`src/rtl/mem_wait_ctrl.sv`:
```
// ============================================================================
// Module      : mem_wait_ctrl
// Description : GBA wait-state generator. Decodes the region of each bus
//               access, classifies it N/S and stalls the bus master for the
//               WAITCNT-derived number of wait cycles.
//               Optional stall statistics: define MEM_WAIT_STATS_EN.
// Revision    : 1.0 - initial release
// ============================================================================
`default_nettype none

module mem_wait_ctrl #(
    parameter int ROM_PAGE_BITS = 17,
    parameter int EWRAM_WAIT    = 2
) (
    input  logic        clock,
    input  logic        reset,
    input  logic        valid,
    input  logic [31:0] addr,
    input  logic [1:0]  size,
    input  logic        write,
    input  logic [15:0] waitcnt,
    output logic        pause,
    output logic        done,
    output logic        seq,
    output logic [3:0]  region
`ifdef MEM_WAIT_STATS_EN
    ,
    output logic [31:0] stall_cycles
`endif
);

    localparam logic [4:0] c_EWRAM_HALF = 5'(EWRAM_WAIT);

    localparam logic [3:0] c_RGN_EWRAM = 4'h2;
    localparam logic [3:0] c_RGN_PAL   = 4'h5;
    localparam logic [3:0] c_RGN_VRAM  = 4'h6;
    localparam logic [3:0] c_RGN_WS0A  = 4'h8;
    localparam logic [3:0] c_RGN_WS0B  = 4'h9;
    localparam logic [3:0] c_RGN_WS1A  = 4'hA;
    localparam logic [3:0] c_RGN_WS1B  = 4'hB;
    localparam logic [3:0] c_RGN_WS2A  = 4'hC;
    localparam logic [3:0] c_RGN_WS2B  = 4'hD;
    localparam logic [3:0] c_RGN_SRMA  = 4'hE;
    localparam logic [3:0] c_RGN_SRMB  = 4'hF;

    typedef enum logic [0:0] {
        S_IDLE = 1'b0,
        S_WAIT = 1'b1
    } state_t;

    state_t      r_state;
    state_t      w_next_state;

    logic [4:0]  r_cnt;
    logic [31:0] r_addr;
    logic [1:0]  r_size;
    logic [3:0]  r_region;
    logic        r_seq;

    logic        r_hist_valid;
    logic [31:0] r_prev_addr;
    logic [1:0]  r_prev_size;
    logic [3:0]  r_prev_region;

    logic [3:0]  w_rgn;
    logic        w_word;
    logic        w_page_start;
    logic        w_is_sram;
    logic        w_seq_hit;
    logic [4:0]  w_n_wait;
    logic [4:0]  w_s_wait;
    logic        w_is_rom;
    logic [4:0]  w_total;
    logic        w_start;
    logic        w_load;
    logic [31:0] w_cur_addr;
    logic [1:0]  w_cur_size;
    logic [3:0]  w_cur_region;

    // Write direction and the upper address nibble do not affect timing.
    logic        w_unused;
    assign w_unused = ^{write, addr[31:28], waitcnt[15:11]};

    function automatic logic [4:0] f_n_wait(input logic [1:0] field);
        case (field)
            2'd0:    f_n_wait = 5'd4;
            2'd1:    f_n_wait = 5'd3;
            2'd2:    f_n_wait = 5'd2;
            default: f_n_wait = 5'd8;
        endcase
    endfunction

    assign w_rgn        = addr[27:24];
    assign w_word       = size[1];
    assign w_page_start = (addr[ROM_PAGE_BITS-1:0] == '0);
    assign w_is_sram    = (w_rgn == c_RGN_SRMA) || (w_rgn == c_RGN_SRMB);

    // Sequential only when the previous access finished last cycle and this
    // one continues it contiguously inside the same region and ROM page.
    assign w_seq_hit = r_hist_valid
                    && (r_prev_region == w_rgn)
                    && (addr == r_prev_addr + (32'd1 << r_prev_size))
                    && !w_page_start
                    && !w_is_sram;

    always_comb begin
        w_n_wait = 5'd0;
        w_s_wait = 5'd0;
        w_is_rom = 1'b0;
        w_total  = 5'd0;
        case (w_rgn)
            c_RGN_WS0A, c_RGN_WS0B: begin
                w_is_rom = 1'b1;
                w_n_wait = f_n_wait(waitcnt[3:2]);
                w_s_wait = waitcnt[4] ? 5'd1 : 5'd2;
            end
            c_RGN_WS1A, c_RGN_WS1B: begin
                w_is_rom = 1'b1;
                w_n_wait = f_n_wait(waitcnt[6:5]);
                w_s_wait = waitcnt[7] ? 5'd1 : 5'd4;
            end
            c_RGN_WS2A, c_RGN_WS2B: begin
                w_is_rom = 1'b1;
                w_n_wait = f_n_wait(waitcnt[9:8]);
                w_s_wait = waitcnt[10] ? 5'd1 : 5'd8;
            end
            default: ;
        endcase

        if (w_is_rom) begin
            // The second half of a split word always follows the first.
            w_total = (w_seq_hit ? w_s_wait : w_n_wait)
                    + (w_word ? w_s_wait : 5'd0);
        end else if (w_is_sram) begin
            w_total = f_n_wait(waitcnt[1:0]);
        end else if (w_rgn == c_RGN_EWRAM) begin
            w_total = w_word ? (c_EWRAM_HALF + c_EWRAM_HALF) : c_EWRAM_HALF;
        end else if ((w_rgn == c_RGN_PAL) || (w_rgn == c_RGN_VRAM)) begin
            w_total = w_word ? 5'd1 : 5'd0;
        end
    end

    assign w_start = (r_state == S_IDLE) && valid && !reset;
    assign w_load  = w_start && (w_total != 5'd0);

    always_comb begin
        w_next_state = r_state;
        pause        = 1'b0;
        done         = 1'b0;
        seq          = 1'b0;
        region       = 4'h0;
        case (r_state)
            S_IDLE: begin
                if (w_start) begin
                    region = w_rgn;
                    seq    = w_seq_hit;
                    if (w_total == 5'd0) begin
                        done = 1'b1;
                    end else begin
                        pause        = 1'b1;
                        w_next_state = S_WAIT;
                    end
                end
            end
            S_WAIT: begin
                region = r_region;
                seq    = r_seq;
                if (r_cnt == 5'd0) begin
                    done         = 1'b1;
                    w_next_state = S_IDLE;
                end else begin
                    pause = 1'b1;
                end
            end
            default: w_next_state = S_IDLE;
        endcase
    end

    // Completed-access identity for the sequential history.
    assign w_cur_addr   = (r_state == S_IDLE) ? addr  : r_addr;
    assign w_cur_size   = (r_state == S_IDLE) ? size  : r_size;
    assign w_cur_region = (r_state == S_IDLE) ? w_rgn : r_region;

    always_ff @(posedge clock) begin
        if (reset) begin
            r_state       <= S_IDLE;
            r_cnt         <= 5'd0;
            r_addr        <= 32'd0;
            r_size        <= 2'd0;
            r_region      <= 4'h0;
            r_seq         <= 1'b0;
            r_hist_valid  <= 1'b0;
            r_prev_addr   <= 32'd0;
            r_prev_size   <= 2'd0;
            r_prev_region <= 4'h0;
        end else begin
            r_state <= w_next_state;
            if (w_load) begin
                r_cnt    <= w_total - 5'd1;
                r_addr   <= addr;
                r_size   <= size;
                r_region <= w_rgn;
                r_seq    <= w_seq_hit;
            end else if ((r_state == S_WAIT) && (r_cnt != 5'd0)) begin
                r_cnt <= r_cnt - 5'd1;
            end

            // History lives for exactly one cycle after a completion.
            r_hist_valid <= done;
            if (done) begin
                r_prev_addr   <= w_cur_addr;
                r_prev_size   <= w_cur_size;
                r_prev_region <= w_cur_region;
            end
        end
    end

`ifdef MEM_WAIT_STATS_EN
    logic [31:0] r_stall_cycles;

    always_ff @(posedge clock) begin
        if (reset) begin
            r_stall_cycles <= 32'd0;
        end else if (pause) begin
            r_stall_cycles <= r_stall_cycles + 32'd1;
        end
    end

    assign stall_cycles = r_stall_cycles;
`endif

endmodule

`default_nettype wire

```
`config.mk`:
```
export PLATFORM = sky130hd
export DESIGN_NAME = mem_wait_ctrl
export DESIGN_NICKNAME = d
export VERILOG_FILES = /design/src/rtl/mem_wait_ctrl.sv
export SDC_FILE = /design/constraint.sdc
export NUM_CORES = 1
export LEC_CHECK = 0
export CORE_ASPECT_RATIO = 0.9
export CORE_MARGIN = 3
export CORE_UTILIZATION = 30
export CTS_BUF_LIST = sky130_fd_sc_hd__clkbuf_8
export DETAILED_ROUTE_END_ITERATION = 8
export SETUP_SLACK_MARGIN = 0.15
export SLEW_MARGIN = 20
export SYNTH_ARGS = -nofsm -noshare
export SYNTH_HDL_FRONTEND = slang
export SYNTH_SLANG_ARGS = --single-unit
```
`constraint.sdc`:
```
create_clock -name clock -period 7.5 [get_ports clock]
set_input_delay 1.5 -clock clock [delete_from_list [all_inputs] [get_ports clock]]
set_output_delay 1.5 -clock clock [all_outputs]
set_load 0.05 [all_outputs]
```
# Word-level counts from Yosys, hierarchy flattened
# Index checks and enable logic that the tools add are counted.
[classes]
addsub = 4
n_eq_ne = 21
n_shift = 1
n_mux = 35
bitwise = 1
n_reduce_logical = 27
[op_table]
columns = ["op", "count"]
rows = [
  ["4-bit one-hot mux with 3 select lines", 6],
  ["32-bit adder", 1],
  ["32-bit equality test", 1],
  ["4-bit equality test (second input constant)", 8],
  ["32-bit 2-to-1 mux", 1],
  ["1-bit by 2-bit left shift with 32-bit output (first input constant)", 1],
  ["5-bit 2-to-1 mux", 6],
  ["17-bit logical NOT", 1],
  ["4-bit 2-to-1 mux", 3],
  ["5-bit logical NOT", 2],
  ["1-bit 2-to-1 mux", 10],
  ["5-bit nonzero test", 2],
  ["5-bit by 1-bit subtractor with 5-bit output (second input constant)", 2],
  ["3-bit 2-to-1 mux", 3],
  ["2-bit by 1-bit equality test with 1-bit output (second input constant)", 4],
  ["2-bit equality test (second input constant)", 4],
  ["4-bit by 3-bit equality test with 1-bit output (second input constant)", 2],
  ["1-bit logical AND", 8],
  ["2-bit logical NOT", 4],
  ["4-bit one-hot mux with 2 select lines", 1],
  ["1-bit one-hot mux with 2 select lines", 3],
  ["2-bit OR reduction", 3],
  ["6-bit OR reduction", 1],
  ["5-bit adder", 1],
  ["other kinds (7)", 11],
]
[word_totals]
ff_bits = 84
output_inout_bits = 7
word_cells = 99

# Depth between registers and ports, before layout
# Gate-level depths: netlist (run 1).
[depth]
depth_word = 13
depth_mapped = 24

# Least setup slack after synthesis (run 1)
# No wires, ideal clock.
[synth_timing]
kind = "input-to-output"
startpoint = "in addr[24]"
endpoint = "out done"
arrival_ps = 5574
required_time_ps = 6000
slack_ps = 426
stages = 17
path_cell_list = "xnor2_1 nand4_1 nor3_1 o2111a_1 nand4_1 or4_4 nor3_4 mux2i_1 ha_1 fa_1 nor2b_1 o21ai_0 o221ai_1 nor3_1 a32o_1 clkbuf_1 buf_2"
[synth_via]
elab_chain_len = 12
word_cells_on_any_way = 38
[synth_rtl]
columns = ["item", "line_no", "text"]
rows = [
  ["from (decl)", "18", "input logic [31:0] addr,"],
  ["branches (longest 7 deep; another with 5-bit adder)", "n/a", ""],
  ["5-bit 2-to-1 mux (*)", "130", "if (w_is_rom) begin"],
  ["5-bit logical NOT (*)", "157", "if (w_total == 5'd0) begin"],
  ["1-bit 2-to-1 mux (*)", "157", ""],
  ["1-bit 2-to-1 mux (*)", "154", "if (w_start) begin"],
  ["1-bit one-hot mux with 2 select lines (*)", "152", "case (r_state)"],
  ["to (decl)", "23", "output logic done,"],
]
# Every way passes the cells marked *.

# Final worst setup path (run 1)
[layout_timing]
startpoint = "in addr[19]"
endpoint = "out pause"
[layout_via]
elab_chain_len = 11
[layout_rtl]
columns = ["item", "line_no", "text"]
rows = [
  ["32-bit equality test", "102", "&& (addr == r_prev_addr + (32'd1 << r_prev_size))"],
  ["1-bit logical AND", "102", ""],
  ["1-bit logical AND", "103", "&& !w_page_start"],
  ["1-bit logical AND", "104", "&& !w_is_sram;"],
  ["5-bit 2-to-1 mux", "132", "w_total = (w_seq_hit ? w_s_wait : w_n_wait)"],
  ["5-bit adder", "133", "+ (w_word ? w_s_wait : 5'd0);"],
  ["5-bit 2-to-1 mux", "130", ""],
  ["5-bit logical NOT", "157", ""],
  ["1-bit 2-to-1 mux", "157", ""],
  ["1-bit 2-to-1 mux", "154", ""],
  ["1-bit one-hot mux with 2 select lines", "152", ""],
  ["to (decl)", "22", "output logic pause,"],
]
# No other way between the ends.

==> metrics.txt, run 1 <==
Chip Width=146 um; R2R depth=23; gr ovfl total=0; Final Skew=17.7 ps; main combinational cell family by area after synthesis=simple AND/OR/NAND/NOR gates; R2R Setup Slk=1210 ps; hold endpoint=r_size[1]; Root Buffer=clkbuf_8; Hold Crit Class=reg -> reg; post-synthesis adder-cell area fraction=0.0572; die area=19300 um2; wire per inst=14.3 um; status=completed; Cells after Synth=630; synth warn=0; Slew HR=0.370; crit share post-route=0.944; worst path arrival time=5580 ps; worst r2r src=r_prev_addr[5]; Max VDD drop=0.0737 mV; max incr delay on CP=570 ps; # rows=45; worst-case clock buffer depth=2; Critical Path End Type=primary output; first-pass GRT wire length=22100 um; Final Critical Period=7080 ps; XOR/XNOR share of the synthesized area=0.0844; DRT antenna net count=0; H-tree levels=3; # diodes=0; IO Port Bufs=54; largest fanout on the critical path=4; Ports=61; Clk Latency, worst-skew pair=370 ps; Worst Path Required=6000 ps; Final Setup Violations=0; Starting Density=0.310; core footprint=17100 um2; Final TNS setup=0 ps; Mapped Nets=707; via/cell ratio=4.98; Max-Cap Viols=0; sequential share of the synthesized area=0.287; hold depth=2; CTS sink cnt=76; initial antenna violation count=0; hold path start=r_size[1]; reg2reg end=r_cnt[4]; layout cells sized above 1=0.136; Max Transition Viols Final=0; DP HPWL=9520 um; Compound-Gate Fraction of Synth Area=0.161; Critical Path Start Type=input port; FMAX=141 MHz; Worst-Margin Slew=943 ps; Synth Area in Simple Gates=0.215; vias=4652; FF+latch count, synth=76; Mean Syn Cell Area=8.40 um2; asr flop ratio synth=0; largest net degree at the start of global routing=75; Top FF cell, synth=dfxtp_1; DRT iter0 DRCs=354; Routed WL=13300 um; Hold Vio Cnt, Final=0; total CTS buffers=9; PD cells=181 nW/um2; DRC violations left=0; CP cell instances=clkdlybuf4s50_1, xnor2_1, xnor2_1, o21ai_1, or4_4, nor3_4, mux2i_1, ha_2, fa_1, nor2b_1, o21ai_1, o221ai_2, buf_4, o41ai_4, nand2_2, buf_8; die height=132 um; RSZ-0062 raised after global routing=false; CP max-delay cell=or4_4; Total GRT Usage=0.138; number of global-route vias before repair=4292; EDFF count, synth=0; routability cong.=0.838; Layout Utilization=0.390; Crit Path Class=in -> out; crit path buf inv count=3; Pleak=2.86 nW; Clock transition at path regs=80 ps; mux cell area share after synthesis=0.149; CTS tree=built; Area Growth Syn to Fin=25.8%; Post-Syn Area=5300 um2; First-pass DRT Iterations=5; crit-path leading delay family=simple AND/OR/NAND/NOR gates; layout net count=772; distinct cell type count after synthesis=68
## synth_stat cells (17+ instances only)
library cell,instances,area share
a211oi_1,39,0.055
dfxtp_1,76,0.29
xnor2_1,34,0.056
ha_1,21,0.050
xor2_1,17,0.028
clkbuf_1,27,0.019
mux2i_1,79,0.15
nand2_1,39,0.028
nor2_1,93,0.066
inv_1,19,0.013
nand3_1,17,0.016
## where the power goes
| part | internal [W] | switching, W |
|---|---|---|
| registers | 0.000442 | 0.0000439 |
| clock network | 0.000206 | 0.000158 |
| logic | 0.000168 | 0.000186 |
| total | 0.000816 | 0.000388 |
## routing by layer
metal	share of wire	vias up	track usage
li1	-	2409	-
met1	0.52	2144	0.202
met2	0.43	85	0.202
met3	0.034	14	0.0296
met4	0.014	0	0.0397
met5	0	-	0
## state kept, by name (all words and copies together) (netlist names)
signal,cells
r_addr,32
r_cnt,5
r_seq,1
r_prev_addr,32
r_size,2
r_state,1
r_hist_valid,1
r_prev_size,2
## how the worst max path moves through the flow
stage / slack, ps / start / endpoint / cells past startpoint
after global placement: 60 / addr[26] / pause / 18
after detailed placement: 50 / addr[26] / done / 17
after floorplan: 430 / addr[24] / done / 17
final: 420 / addr[19] / pause / 16
after CTS: 160 / addr[15] / done / 17
after global routing: 120 / r_prev_addr[5] / pause / 17
## layout make-up
cell class | count | area (um2)
Fill cell | 1706 | 10400
Multi-Input combinational cell | 496 | 3670
Sequential cell | 76 | 1520
Timing Repair Buffer | 93 | 868
Tap cell | 235 | 294
Clock buffer | 11 | 151
Clock inverter | 5 | 83.8
Inverter | 19 | 71.3
## stage by stage
stage | total power, W | hold WS (ps) | cell area, um2 | instances | worst slack (ps)
after floorplan | 0.000726 | 453 | 5300 | 630 | 426
after global placement | 0.000834 | 465 | 6190 | 911 | 56.2
after detailed placement | 0.000836 | 479 | 6190 | 911 | 49.5
after CTS | 0.00121 | 498 | 6460 | 928 | 156
after global routing | 0.00128 | 517 | 6660 | 935 | 118
final | 0.00120 | 495 | 6660 | 935 | 419
## worst register-to-register path: stages, from the launching register on
cell and delay, ps:
dfxtp_1 510, nand4_4 180, nor3_4 690, nand3_1 320
nor3_1 250, o221ai_1 130, or4_4 460, nor3_4 340
mux2i_1 240, ha_2 220, fa_1 410, nor2b_1 160
o21ai_1 190, o221ai_2 140, buf_4 160, o41ai_4 390
buf_4 190, mux2i_1 240, ha_1 230, nand2_1 70
a211oi_1 230, nand2_1 100, xnor2_1 150, o211a_1 200
## logic make-up after synthesis
group,count (synthesis)
fa+ha+maj,23
xor+xnor,51
buf+inv,58
simple gates,227
compound gates,116
flops,76
mux,79
## cell usage in the layout (no fill, tap or decap), types with 8 or more instances in the layout
master / instances
clkbuf_8: 11
ha_1: 20
nand3_1: 16
and3_1: 9
xnor2_1: 26
nor2_1: 92
mux2i_1: 79
dlymetal6s2s_1: 18
nand2_1: 38
a211oi_1: 39
buf_4: 39
inv_1: 19
xor2_1: 14
xnor2_2: 8
o21ai_0: 13
nand4_1: 16
a21oi_1: 15
dfxtp_1: 75
nor4_1: 8
clkdlybuf4s50_1: 29
## timing repair
action                                  CTS  global route
setup buffers                             1             7
pin swaps                                 1            28
endpoints found under the setup margin    2             2
hold buffers                              0             0
gates resized for setup                   6            51
hold endpoints to repair                  0             0
No activity file was read; power rests on OpenSTA's default activity.
==> run 2: changes to the inputs <==
--- a/config.mk
+++ b/config.mk
@@ -15,3 +15,4 @@
 export SYNTH_ARGS = -nofsm -noshare
 export SYNTH_HDL_FRONTEND = slang
 export SYNTH_SLANG_ARGS = --single-unit
+export TNS_END_PERCENT = 5
==> run 2 against run 1 <==
  * Clock skew fell by 0.99 ps
  * Sequential cell count unchanged
  * Power hardly changed
  * Wire length increased by 0.13%
  * Global-route usage about the same
  * Via count shrank 0.19%
  * Cell count is the same
==> metrics.txt, run 2 (synthesized netlist as in run 1, its figures left out) <==
Hold Vio Cnt, Final=0 (unchanged); Pleak=2.86 nW (unchanged); RSZ-0062 raised after global routing=false (unchanged); Gate power share=0.295 (was 0.294); Routed WL=13400 um (was 13300 um); status=completed (unchanged); Crit Path Class=in -> out (unchanged); Critical path origin=addr[20] (was addr[19]); worst r2r src=r_prev_addr[5] (unchanged); Max Transition Viols Final=0 (unchanged); commonest non-fill, non-tap cell in the layout=nor2_1 (unchanged); Starting Density=0.310 (unchanged); most frequent cells in the layout=nor2_1, mux2i_1, dfxtp_1 (unchanged); DRT antenna net count=0 (unchanged); Max-Cap Viols=0 (unchanged); First-pass DRT Iterations=5 (unchanged); Worst Path Required=6000 ps (about the same); wire per inst=14.3 um (about the same); Top Registers=r_addr x32, r_prev_addr x32, r_cnt x5 (unchanged); IO Port Bufs=54 (unchanged); gr ovfl total=0 (unchanged); PD cells=181 nW/um2 (about the same); die height=132 um (unchanged); H-tree levels=3 (unchanged); largest fanout on the critical path=4 (unchanged); largest net degree at the start of global routing=75 (unchanged); layout net count=772 (unchanged); CTS sink cnt=76 (unchanged); # rows=45 (unchanged); crit share post-route=0.943 (was 0.944); Layout Utilization=0.390 (unchanged); core footprint=17100 um2 (unchanged); Ports=61 (unchanged); vias=4643 (was 4652); Cell Int Power=0.000816 W (about the same); Hold Crit Class=reg -> reg (unchanged); number of global-route vias before repair=4278 (was 4292); Chip Width=146 um (unchanged); Total GRT Usage=0.138 (about the same); hold path start=r_size[1] (unchanged); FMAX=141 MHz (about the same); worst-case clock buffer depth=2 (unchanged); CP cell instances=clkdlybuf4s50_1, xor2_2, xnor2_2, nand4_1, or4_4, nor3_4, mux2i_1, ha_2, fa_1, nor2b_1, o21ai_1, o221ai_2, buf_4, o41ai_4, nand2_2, buf_8 (was clkdlybuf4s50_1, xnor2_1, xnor2_1, o21ai_1, or4_4, nor3_4, mux2i_1, ha_2, fa_1, nor2b_1, o21ai_1, o221ai_2, buf_4, o41ai_4, nand2_2, buf_8); Sequential Power Share=0.403 (was 0.404); Worst-Margin Slew=931 ps (was 943 ps); DRC violations left=0 (unchanged); Clock transition at path regs=80 ps (about the same); Critical Path Start Type=input port (unchanged); Clk Latency, worst-skew pair=370 ps (about the same); initial antenna violation count=0 (unchanged); Max VDD drop=0.0734 mV (was 0.0737 mV); Net Switching=0.000389 W (was 0.000388 W); via/cell ratio=4.97 (was 4.98); worst path arrival time=5570 ps (was 5580 ps); Area Growth Syn to Fin=25.8% (unchanged); layout cells sized above 1=0.136 (unchanged); Critical Path End Type=primary output (unchanged); DP HPWL=9520 um (unchanged); first-pass GRT wire length=22000 um (was 22100 um); Final TNS setup=0 ps (unchanged); Root Buffer=clkbuf_8 (unchanged); sw frac=0.323 (was 0.322); Slew HR=0.378 (was 0.370); clock share of power=0.302 (about the same); die area=19300 um2 (unchanged); DRT iter0 DRCs=356 (was 354); max incr delay on CP=540 ps (was 570 ps); CP max-delay cell=clkdlybuf4s50_1 (was or4_4); Final Critical Period=7070 ps (was 7080 ps); routability cong.=0.838 (unchanged); Final Skew=16.7 ps (was 17.7 ps); total CTS buffers=9 (unchanged); CTS tree=built (unchanged); # diodes=0 (unchanged); Final Setup Violations=0 (unchanged)
## run 2: cell counts in the layout (fill, tap and decap cells not counted)
Identical to the previous run, type by type.
## run 2: worst max-delay path: cells and delay by family
family,cells,cell delay (ps)
adders and majority gates,2,630
AOI/OAI and AO/OA,3,720
muxes,1,240
buffers and inverters,3,880
xor gates and xnor gates,2,340
and+or+nand+nor,5,1250
## run 2: worst paths after layout
path                            slack (ps)         to  depth (start not counted)
worst min-delay path                   490  r_size[1]                          2
worst max-delay path                   430      pause                         16
worst max register to register        1210   r_cnt[4]                         23
worst min register to register         490  r_size[1]                          2
## run 2: area by class of cell
class	count	area, um2
inverter	19	71.3
tap	235	294
fill	1706	10400
sequential	76	1520
clock buffer	11	151
clock inverter	5	83.8
timing repair buffer	93	868
multi-input combinational	496	3670
## run 2: through the flow
stage | hold slack (ps) | cells | instance area [um2] | setup WS, ps | power, W
2_1_floorplan | 453 | 630 | 5300 | 426 | 0.000726
3_3_place_gp | 465 | 911 | 6190 | 56.2 | 0.000834
3_5_place_dp | 479 | 911 | 6190 | 49.5 | 0.000836
4_1_cts | 498 | 928 | 6440 | 99.2 | 0.00121
5_1_grt | 517 | 935 | 6660 | 106 | 0.00128
6_report | 495 | 935 | 6660 | 427 | 0.00120
## run 2: repair_timing
item                                    in CTS  in global routing
buffers inserted                             1                  7
hold buffers                                 0                  0
gates resized for setup                      0                 54
pin swaps                                    1                 27
endpoints found under the setup margin       2                  2
## run 2: metal layers
metal,wire (um),vias to the layer above,GRT usage
met1,6990,2136,0.203
met4,182,0,0.0397
met3,399,14,0.0296
li1,-,2412,-
met5,0,-,0
met2,5790,81,0.201
## run 2: power by group through the flow
| stage | Combinational [W] | Clock (W) | Sequential [W] |
|---|---|---|---|
| after detailed placement | 0.000344 | 0 | 0.000493 |
| after global routing | 0.000394 | 0.000393 | 0.000492 |
| final | 0.000355 | 0.000364 | 0.000485 |
| after floorplan | 0.000246 | 0 | 0.000480 |
| after CTS | 0.000345 | 0.000376 | 0.000483 |
| after global placement | 0.000343 | 0 | 0.000491 |
==> run 3: changes to the inputs <==
--- a/config.mk
+++ b/config.mk
@@ -11,7 +11,6 @@
 export CTS_BUF_LIST = sky130_fd_sc_hd__clkbuf_8
 export DETAILED_ROUTE_END_ITERATION = 8
 export SETUP_SLACK_MARGIN = 0.15
-export SLEW_MARGIN = 20
 export SYNTH_ARGS = -nofsm -noshare
 export SYNTH_HDL_FRONTEND = slang
 export SYNTH_SLANG_ARGS = --single-unit
==> results of run 3 <==
The final DEF is identical to that of run 2; final timing and power are the same.
